File: src/rtl/ibus_frame_ctrl_pkg.sv
// Shared constants for the FlySky iBUS receiver: header bytes and frame error codes.
package ibus_frame_ctrl_pkg;

  localparam logic [7:0] IBUS_HEADER0 = 8'h20;
  localparam logic [7:0] IBUS_HEADER1 = 8'h40;

  localparam logic [1:0] ERR_NONE    = 2'd0;
  localparam logic [1:0] ERR_CSUM    = 2'd1;
  localparam logic [1:0] ERR_TIMEOUT = 2'd2;

endpackage

File: src/rtl/ibus_failsafe_timer.sv
// Saturating no-activity timer: counts clocks since the last kick and flags expiry at MaxCount.
// Expired comes out of reset high so consumers treat the link as lost until the first kick.
module ibus_failsafe_timer #(
  parameter int unsigned MaxCount = 1600000
) (
  input  logic clk_i,
  input  logic rst_i,
  input  logic kick_i,
  output logic expired_o
);

  localparam int unsigned CntW = $clog2(MaxCount + 1);
  localparam logic [CntW-1:0] CntMax = CntW'(MaxCount);

  logic [CntW-1:0] cnt_q, cnt_d;
  logic            expired_q, expired_d;

  always_comb begin
    cnt_d     = cnt_q;
    expired_d = expired_q;
    if (kick_i) begin
      cnt_d     = '0;
      expired_d = 1'b0;
    end else begin
      if (cnt_q != CntMax) begin
        cnt_d = cnt_q + 1'b1;
      end
      if (cnt_d == CntMax) begin
        expired_d = 1'b1;
      end
    end
  end

  always_ff @(posedge clk_i or posedge rst_i) begin
    if (rst_i) begin
      cnt_q     <= '0;
      expired_q <= 1'b1;
    end else begin
      cnt_q     <= cnt_d;
      expired_q <= expired_d;
    end
  end

  assign expired_o = expired_q;

endmodule

File: src/rtl/ibus_frame_ctrl.sv
// iBUS frame sequencer: header sync, channel capture, checksum check and atomic commit of
// good frames to a channel bank, plus inter-byte timeout and failsafe link-loss flag.
module ibus_frame_ctrl
  import ibus_frame_ctrl_pkg::*;
#(
  parameter int unsigned NumChannels  = 14,
  parameter logic [7:0]  Header0      = IBUS_HEADER0,
  parameter logic [7:0]  Header1      = IBUS_HEADER1,
  parameter int unsigned ClksPerGap   = 5560,
  parameter int unsigned FailsafeClks = 1600000
) (
  input  logic        clk_i,
  input  logic        rst_i,
  input  logic        rx_data_ready_i,
  input  logic [7:0]  rx_data_i,
  input  logic [3:0]  ch_sel_i,
  output logic [15:0] ch_data_o,
  output logic        frame_valid_o,
  output logic        frame_error_o,
  output logic [1:0]  err_code_o,
  output logic [15:0] frame_count_o,
  output logic        link_lost_o
);

  localparam int unsigned ChIdxW = $clog2(NumChannels);
  localparam int unsigned GapW   = $clog2(ClksPerGap);
  localparam logic [ChIdxW-1:0] ChLast  = ChIdxW'(NumChannels - 1);
  localparam logic [GapW-1:0]   GapLast = GapW'(ClksPerGap - 1);

  typedef enum logic [2:0] {
    StIdle, StHdr1, StDataLo, StDataHi, StCsumLo, StCsumHi, StCommit
  } state_e;

  state_e              state_q;
  logic [15:0]         sum_q;
  logic [15:0]         cs_q;
  logic [ChIdxW-1:0]   ch_idx_q;
  logic [GapW-1:0]     gap_q;
  logic [15:0]         shadow_q    [NumChannels];
  logic [15:0]         committed_q [NumChannels];
  logic                frame_valid_q;
  logic                frame_error_q;
  logic [1:0]          err_code_q;
  logic [15:0]         frame_count_q;
  logic [15:0]         csum_total;
  logic                commit_pass;
  logic                hdr0_seen;

  assign csum_total  = sum_q + cs_q;
  assign commit_pass = (state_q == StCommit) && (csum_total == 16'hFFFF);
  assign hdr0_seen   = rx_data_ready_i && (rx_data_i == Header0);

  always_ff @(posedge clk_i or posedge rst_i) begin
    if (rst_i) begin
      state_q       <= StIdle;
      sum_q         <= '0;
      cs_q          <= '0;
      ch_idx_q      <= '0;
      gap_q         <= '0;
      shadow_q      <= '{default: '0};
      committed_q   <= '{default: '0};
      frame_valid_q <= 1'b0;
      frame_error_q <= 1'b0;
      err_code_q    <= ERR_NONE;
      frame_count_q <= '0;
    end else begin
      frame_valid_q <= 1'b0;
      frame_error_q <= 1'b0;
      unique case (state_q)
        StIdle: begin
          gap_q <= '0;
          if (hdr0_seen) begin
            state_q  <= StHdr1;
            sum_q    <= {8'h00, Header0};
            ch_idx_q <= '0;
          end
        end
        StCommit: begin
          gap_q <= '0;
          if (commit_pass) begin
            committed_q   <= shadow_q;
            frame_valid_q <= 1'b1;
            frame_count_q <= frame_count_q + 16'd1;
          end else begin
            frame_error_q <= 1'b1;
            err_code_q    <= ERR_CSUM;
          end
          // A byte landing in the commit cycle may already start the next frame.
          if (hdr0_seen) begin
            state_q  <= StHdr1;
            sum_q    <= {8'h00, Header0};
            ch_idx_q <= '0;
          end else begin
            state_q <= StIdle;
          end
        end
        default: begin
          if (rx_data_ready_i) begin
            gap_q <= '0;
            case (state_q)
              StHdr1: begin
                if (rx_data_i == Header1) begin
                  state_q <= StDataLo;
                  sum_q   <= sum_q + {8'h00, rx_data_i};
                end else if (rx_data_i == Header0) begin
                  sum_q <= {8'h00, Header0};
                end else begin
                  state_q <= StIdle;
                end
              end
              StDataLo: begin
                shadow_q[ch_idx_q][7:0] <= rx_data_i;
                sum_q   <= sum_q + {8'h00, rx_data_i};
                state_q <= StDataHi;
              end
              StDataHi: begin
                shadow_q[ch_idx_q][15:8] <= rx_data_i;
                sum_q <= sum_q + {8'h00, rx_data_i};
                if (ch_idx_q == ChLast) begin
                  state_q <= StCsumLo;
                end else begin
                  ch_idx_q <= ch_idx_q + 1'b1;
                  state_q  <= StDataLo;
                end
              end
              StCsumLo: begin
                cs_q[7:0] <= rx_data_i;
                state_q   <= StCsumHi;
              end
              StCsumHi: begin
                cs_q[15:8] <= rx_data_i;
                state_q    <= StCommit;
              end
              default: state_q <= StIdle;
            endcase
          end else if (gap_q == GapLast) begin
            // A stalled header is just noise; a stalled frame body is reported.
            gap_q   <= '0;
            state_q <= StIdle;
            if (state_q != StHdr1) begin
              frame_error_q <= 1'b1;
              err_code_q    <= ERR_TIMEOUT;
            end
          end else begin
            gap_q <= gap_q + 1'b1;
          end
        end
      endcase
    end
  end

  ibus_failsafe_timer #(
    .MaxCount (FailsafeClks)
  ) u_failsafe (
    .clk_i     (clk_i),
    .rst_i     (rst_i),
    .kick_i    (commit_pass),
    .expired_o (link_lost_o)
  );

  assign ch_data_o     = ({28'd0, ch_sel_i} < NumChannels) ? committed_q[ch_sel_i] : 16'h0000;
  assign frame_valid_o = frame_valid_q;
  assign frame_error_o = frame_error_q;
  assign err_code_o    = err_code_q;
  assign frame_count_o = frame_count_q;

endmodule

File: config.mk
export PLATFORM = sky130hd
export DESIGN_NAME = ibus_frame_ctrl
export DESIGN_NICKNAME = d
export VERILOG_FILES = /design/src/rtl/ibus_frame_ctrl_pkg.sv /design/src/rtl/ibus_failsafe_timer.sv /design/src/rtl/ibus_frame_ctrl.sv
export SDC_FILE = /design/constraint.sdc
export NUM_CORES = 1
export LEC_CHECK = 0
export CORE_MARGIN = 10
export CORE_UTILIZATION = 55
export DETAILED_ROUTE_END_ITERATION = 10
export GPL_TIMING_DRIVEN = 0
export MAX_ROUTING_LAYER = met4
export PLACE_DENSITY = 0.77
export SKIP_LAST_GASP = 1
export SYNTH_ARGS = -nofsm -noshare
export SYNTH_HDL_FRONTEND = slang
export SYNTH_SLANG_ARGS = --single-unit
File: constraint.sdc
create_clock -name clk_i -period 20 [get_ports clk_i]
set_input_delay 6 -clock clk_i [delete_from_list [all_inputs] [get_ports clk_i]]
set_output_delay 6 -clock clk_i [all_outputs]
set_load 0.02 [all_outputs]
### After elaboration in Yosys (flattened, before gate mapping)

Index checks and enable logic that the tools add are counted.

| cells by class | value |
|---|---|
| add/subtract/negate cells | 6 |
| $lt $le $gt $ge | 4 |
| equality and inequality tests | 21 |
| mux-type cells | 51 |
| bitwise operators | 4 |
| reductions and logical operators | 22 |

Operator list:

| kind | count |
|---|---|
| $bwmux W224 | 2 |
| $pmux W224 S2 | 1 |
| $mux W16 | 9 |
| $demux W16 S4 | 2 |
| $bmux W16 S4 | 1 |
| $mux W21 | 3 |
| $mux W13 | 3 |
| $pmux W16 S2 | 1 |
| $add A21 B1 Y21 const B | 1 |
| $eq A21 B21 Y1 const B | 1 |
| $ne A21 B21 Y1 const B | 1 |
| $mux W4 | 5 |
| $mux W3 | 6 |
| $add A16 B1 Y16 const B | 1 |
| $add A16 B16 Y16 | 1 |
| $add A16 B8 Y16 | 1 |
| $eq A16 B16 Y1 const B | 1 |
| $pmux W3 S5 | 1 |
| $add A13 B1 Y13 const B | 1 |
| $eq A13 B13 Y1 const B | 1 |
| $reduce_and A3 Y1 | 4 |
| $reduce_bool A2 Y1 | 6 |
| $ge A5 B5 Y1 const B | 2 |
| $not A4 Y5 | 2 |
| 29 further kinds | 51 |

| word-level totals | value |
|---|---|
| bits in registers | 542 |
| bits of input ports | 15 |
| output and inout bits | 37 |
| logic and storage cells | 148 |

### Logic depth before layout (Yosys ltp)

| logic depth | value |
|---|---|
| word-level depth | 7 |
| depth in mapped cells | 14 |
| mapped depth without buffers | 11 |

### Modules after synthesis

From an unflattened synthesis, not the netlist that was laid out.

| second synthesis, totals | value |
|---|---|
| cell total of the unflattened synthesis | 1,813 |
| area, all modules | 24,539.8 µm² |

Modules (own cells, without submodules):

| module | times used | cells each | area each (µm²) | sequential area each (µm²) |
|---|---|---|---|---|
| ibus_frame_ctrl | 1 | 1,661 | 23,149.7 | 13,012.5 |
| ibus_failsafe_timer | 1 | 152 | 1,390.1 | 551.8 |

### Least setup slack after synthesis

OpenSTA, ideal clock, no wires.

| timing path | value |
|---|---|
| path kind | input -> output |
| start point | input ch_sel_i[0] |
| end point | output ch_data_o[10] |
| arrival time | 7.986 ns |
| data required time | 14.000 ns |
| path slack | 6.014 ns |
| stages on the path | 7 |
| path buffers | 3 |
| cells stage by stage | clkbuf_1 > clkbuf_1 > buf_1 > mux2i_1 > o22ai_1 > nand2_1 > o21ai_0 |

| between the ends | value |
|---|---|
| word-level cells in the longest chain between the ends | 5 |
| elaborated cells between the ends (all ways) | 6 |
| classes of those cells | order compare: 1; mux: 4; bitwise: 1 |

Ends and longest elaborated chain:

| element | line | RTL |
|---|---|---|
| start: declaration | ibus_frame_ctrl.sv:16 | `input logic [3:0] ch_sel_i,` |
| $not A4 Y5 (not written as such) | ibus_frame_ctrl.sv:161 | `assign ch_data_o = ({28'd0, ch_sel_i} < NumChannels) ? committed_q[ch_sel_i] : 16'h0000;` |
| $bmux W16 S4 | ibus_frame_ctrl.sv:161 |  |
| $mux W16 (not written as such) (2 in series) | ibus_frame_ctrl.sv:161 |  |
| $mux W16 * | ibus_frame_ctrl.sv:161 |  |
| end: declaration | ibus_frame_ctrl.sv:17 | `output logic [15:0] ch_data_o,` |

Every way passes the cells marked *; elsewhere a longest branch is shown, timed or not. The select of a mux whose other input is x is not followed.

### Final worst setup path

Same ends and word-level chain as after synthesis.

==> impl_metrics.json <==
{
  "outcome": "completed",
  "synth_area_per_cell_um2": 14.0,
  "path_clk_slew_ps": 60,
  "num_rows": 78,
  "multiInputGateArea_um2": 10900,
  "cts.path.max_buffers": 3,
  "finalHoldViolCount": 0,
  "rrSetupSlack_ps": 16090,
  "crit_cells": 8,
  "reg2reg_from": "sum_q[10]",
  "path_class": "input port to output port",
  "setup-tns-final_ps": 0,
  "rsz0062_at_grt": "false",
  "seq_area_um2": 13600,
  "sequentialPowerShare_pct": 48.7,
  "synthDistinctLibCells": 65,
  "async_flop_share_pct": 100,
  "crit_path_end": "ch_data_o[10]",
  "place_hpwl_um": 42300,
  "holdCritPathClass": "flip-flop to flip-flop",
  "drc": 0,
  "p_leak_nw": 14.4,
  "overflow": 0,
  "cap_violations": 0,
  "postCtsResizedCells": 0,
  "cp-startpoint": "ch_sel_i[0]",
  "syn-cell-area_um2": 25200,
  "worstSkewPairLatency_ps": 620,
  "final.fill_count": 3281,
  "worstReg2RegEnd": "u_failsafe.cnt_q[19]",
  "crit_family": "buffers and inverters",
  "period_minus_slack_ps": 15480,
  "fmax_ghz": 0.0646,
  "synth_cells": 1799,
  "core_area_um2": 45300,
  "cts_sinks": 542,
  "routed_wl_um": 60200,
  "post-route-util_pct": 63.2,
  "crit_chain": "clkbuf_1, clkbuf_1, buf_1, mux2i_1, o22ai_1, nand2_1, o21ai_0, clkdlybuf4s50_1",
  "start_kind": "input port",
  "pwr-share-comb_pct": 3.1,
  "io-pin-count": 52,
  "initial_core_util_pct": 55.6,
  "path_max_fanout": 10,
  "grt_pass1_vias": 16100,
  "via_per_inst": 5.96,
  "rr_worst_depth": 10,
  "drive_gt1_share_pct": 33.7,
  "arrival_ps": 9480,
  "p_switching_mw": 0.489,
  "relSlewSlack_pct": 24.3,
  "crit_top_cell": "clkbuf_1",
  "nNetsFinal": 1965,
  "crit_path_end_kind": "output port",
  "die_h_um": 234,
  "ctsHoldBuffers": 0,
  "clock_skew_ps": 33.0,
  "cp.buffers_inverters": 4,
  "synth_top_flop_cell": "dfrtp_1",
  "cpPeakStageDelay_ps": 700,
  "port_buffers": 48,
  "first_pass_iters": 5,
  "cts_buffers": 53,
  "worst_ir_drop_vdd_v": 0.0000672,
  "synth_edf_count": 0,
  "cts_tree": "done",
  "die-width_um": 234,
  "track_usage_pct": 23.1,
  "die_area_um2": 54700,
  "drtAntennaViolNets": 0,
  "wl_per_cell_um": 23.5,
  "gp_congestion": 0.857,
  "vias": 15300,
  "synth_nets": 1847,
  "crit_path_top_delay_cell": "clkbuf_1",
  "grt_max_degree": 45,
  "cts_max_level": 2,
  "fin_crit_sh_pct": 77.4,
  "whs_path_depth": 1,
  "drtIter0Drc": 1168,
  "synth_seq_area_share_pct": 53.9,
  "clock-root-buffer": "clkbuf_16",
  "cts_setup_buffers": 0,
  "worst_pin_slew_ps": 1130,
  "intPower_mw": 1.76,
  "finalSetupViolCount": 0,
  "final_cell_mix": "541 x dfrtp_1, 287 x mux2_2, 178 x mux2_4, 88 x nor2_1, 87 x nand2_1",
  "layout_commonest_cell": "dfrtp_1",
  "cp.required_ps": 14000,
  "synth-seq-cells": 542,
  "grt_pass1_wl_um": 94700,
  "sw_frac_of_total_pct": 21.7,
  "powerDensity_nw_per_um2": 78.7,
  "slew_viol_final": 0,
  "ys_warn_count": 0,
  "clock_power_share_pct": 48.2,
  "area_delta_synth_final_pct": 13.6,
  "antenna_found_initial": 0
}
==> stage by stage <==
step	hold WS, ps	setup slack [ps]	cells	power, mW	area [µm²]
floorplan	425	6010	1799	1.16	25200
global placement	440	3650	2447	1.18	26400
detailed placement	455	4480	2462	1.19	26700
CTS	465	4490	2558	2.27	28600
global route	489	4350	2558	2.32	28600
finish	462	4520	2560	2.25	28600
==> synth_stat cells, types with 4 or more instances <==
library cell / count / area, µm²
mux2_2: 287 / 3230
o31ai_1: 4 / 30.0
buf_6: 22 / 248
mux4_2: 48 / 1080
mux2i_1: 36 / 360
clkbuf_1: 60 / 225
a31oi_1: 6 / 37.5
a21o_1: 12 / 90.1
buf_1: 9 / 33.8
dfrtp_1: 541 / 13500
nor3_1: 18 / 90.1
nand4b_1: 4 / 35.0
nand3_1: 34 / 170
nor4b_1: 7 / 61.3
nand2b_1: 9 / 56.3
nor2_1: 88 / 330
mux2_4: 178 / 2670
a22oi_1: 6 / 45.0
buf_2: 9 / 45.0
and3_1: 13 / 81.3
nor4_1: 9 / 56.3
a21oi_1: 22 / 110
xnor2_1: 34 / 298
o21a_1: 4 / 30.0
nor2b_1: 11 / 68.8
nand4_1: 14 / 87.6
o21ai_0: 43 / 215
and4_1: 8 / 70.1
o22ai_1: 17 / 106
nand2_1: 87 / 327
ha_1: 31 / 388
xor2_1: 37 / 324
inv_1: 35 / 131
==> how the worst min path moves through the flow <==
stage / startpoint / endpoint / slack, ps
after floorplan: gap_q[0] / gap_q[0] / 430
after CTS: gap_q[0] / gap_q[0] / 470
after detailed placement: gap_q[0] / gap_q[0] / 450
after global routing: gap_q[0] / gap_q[0] / 490
after global placement: gap_q[0] / gap_q[0] / 440
final: gap_q[0] / gap_q[0] / 460
==> kinds of logic after synthesis <==
kind of cell	Yosys count	share of synthesized area [%]
DFF	542	53.9
AOI/OAI and AO/OA	145	3.70
and+or+nand+nor	323	6.31
buffers and inverters	136	2.74
xor gates and xnor gates	71	2.47
adders and majority gates	33	1.70
muxes	549	29.2
==> layout make-up <==
type                            count  area share (%)
Clock inverter                     30            1.50
Inverter                           35           0.472
Buffer                            101            1.96
Timing Repair Buffer               63            2.71
Tap cell                          600            2.62
Sequential cell                   542            47.4
Clock buffer                       66            5.12
Antenna cell                        2          0.0175
Multi-Input combinational cell   1121            38.2
==> power groups by stage <==
stage | Clock, mW | Sequential (mW) | Combinational (mW)
2_1_floorplan | 0 | 1.12 | 0.0386
3_3_place_gp | 0 | 1.12 | 0.0616
3_5_place_dp | 0 | 1.12 | 0.0706
4_1_cts | 1.10 | 1.10 | 0.0709
5_1_grt | 1.15 | 1.10 | 0.0765
6_report | 1.09 | 1.10 | 0.0696
==> metal layers <==
metal  share of wire (%)  up-vias  GRT usage, %
met4                 2.5        0          5.89
met2                  47      423          36.0
met3                 5.2      101          4.04
met5                   0        -             -
li1                    -     6711             -
met1                  45     8019          31.0
==> flip-flops by register name (all words and copies together), names as in the netlist <==
signal                flops
cs_q                     16
committed_q             224
frame_valid_o             1
gap_q                    13
err_code_o                2
frame_error_o             1
u_failsafe.expired_o      1
u_failsafe.cnt_q         21
sum_q                    16
frame_count_o            16
state_q                   3
shadow_q                224
ch_idx_q                  4
Note: power is estimated with default switching activity, not from simulation.
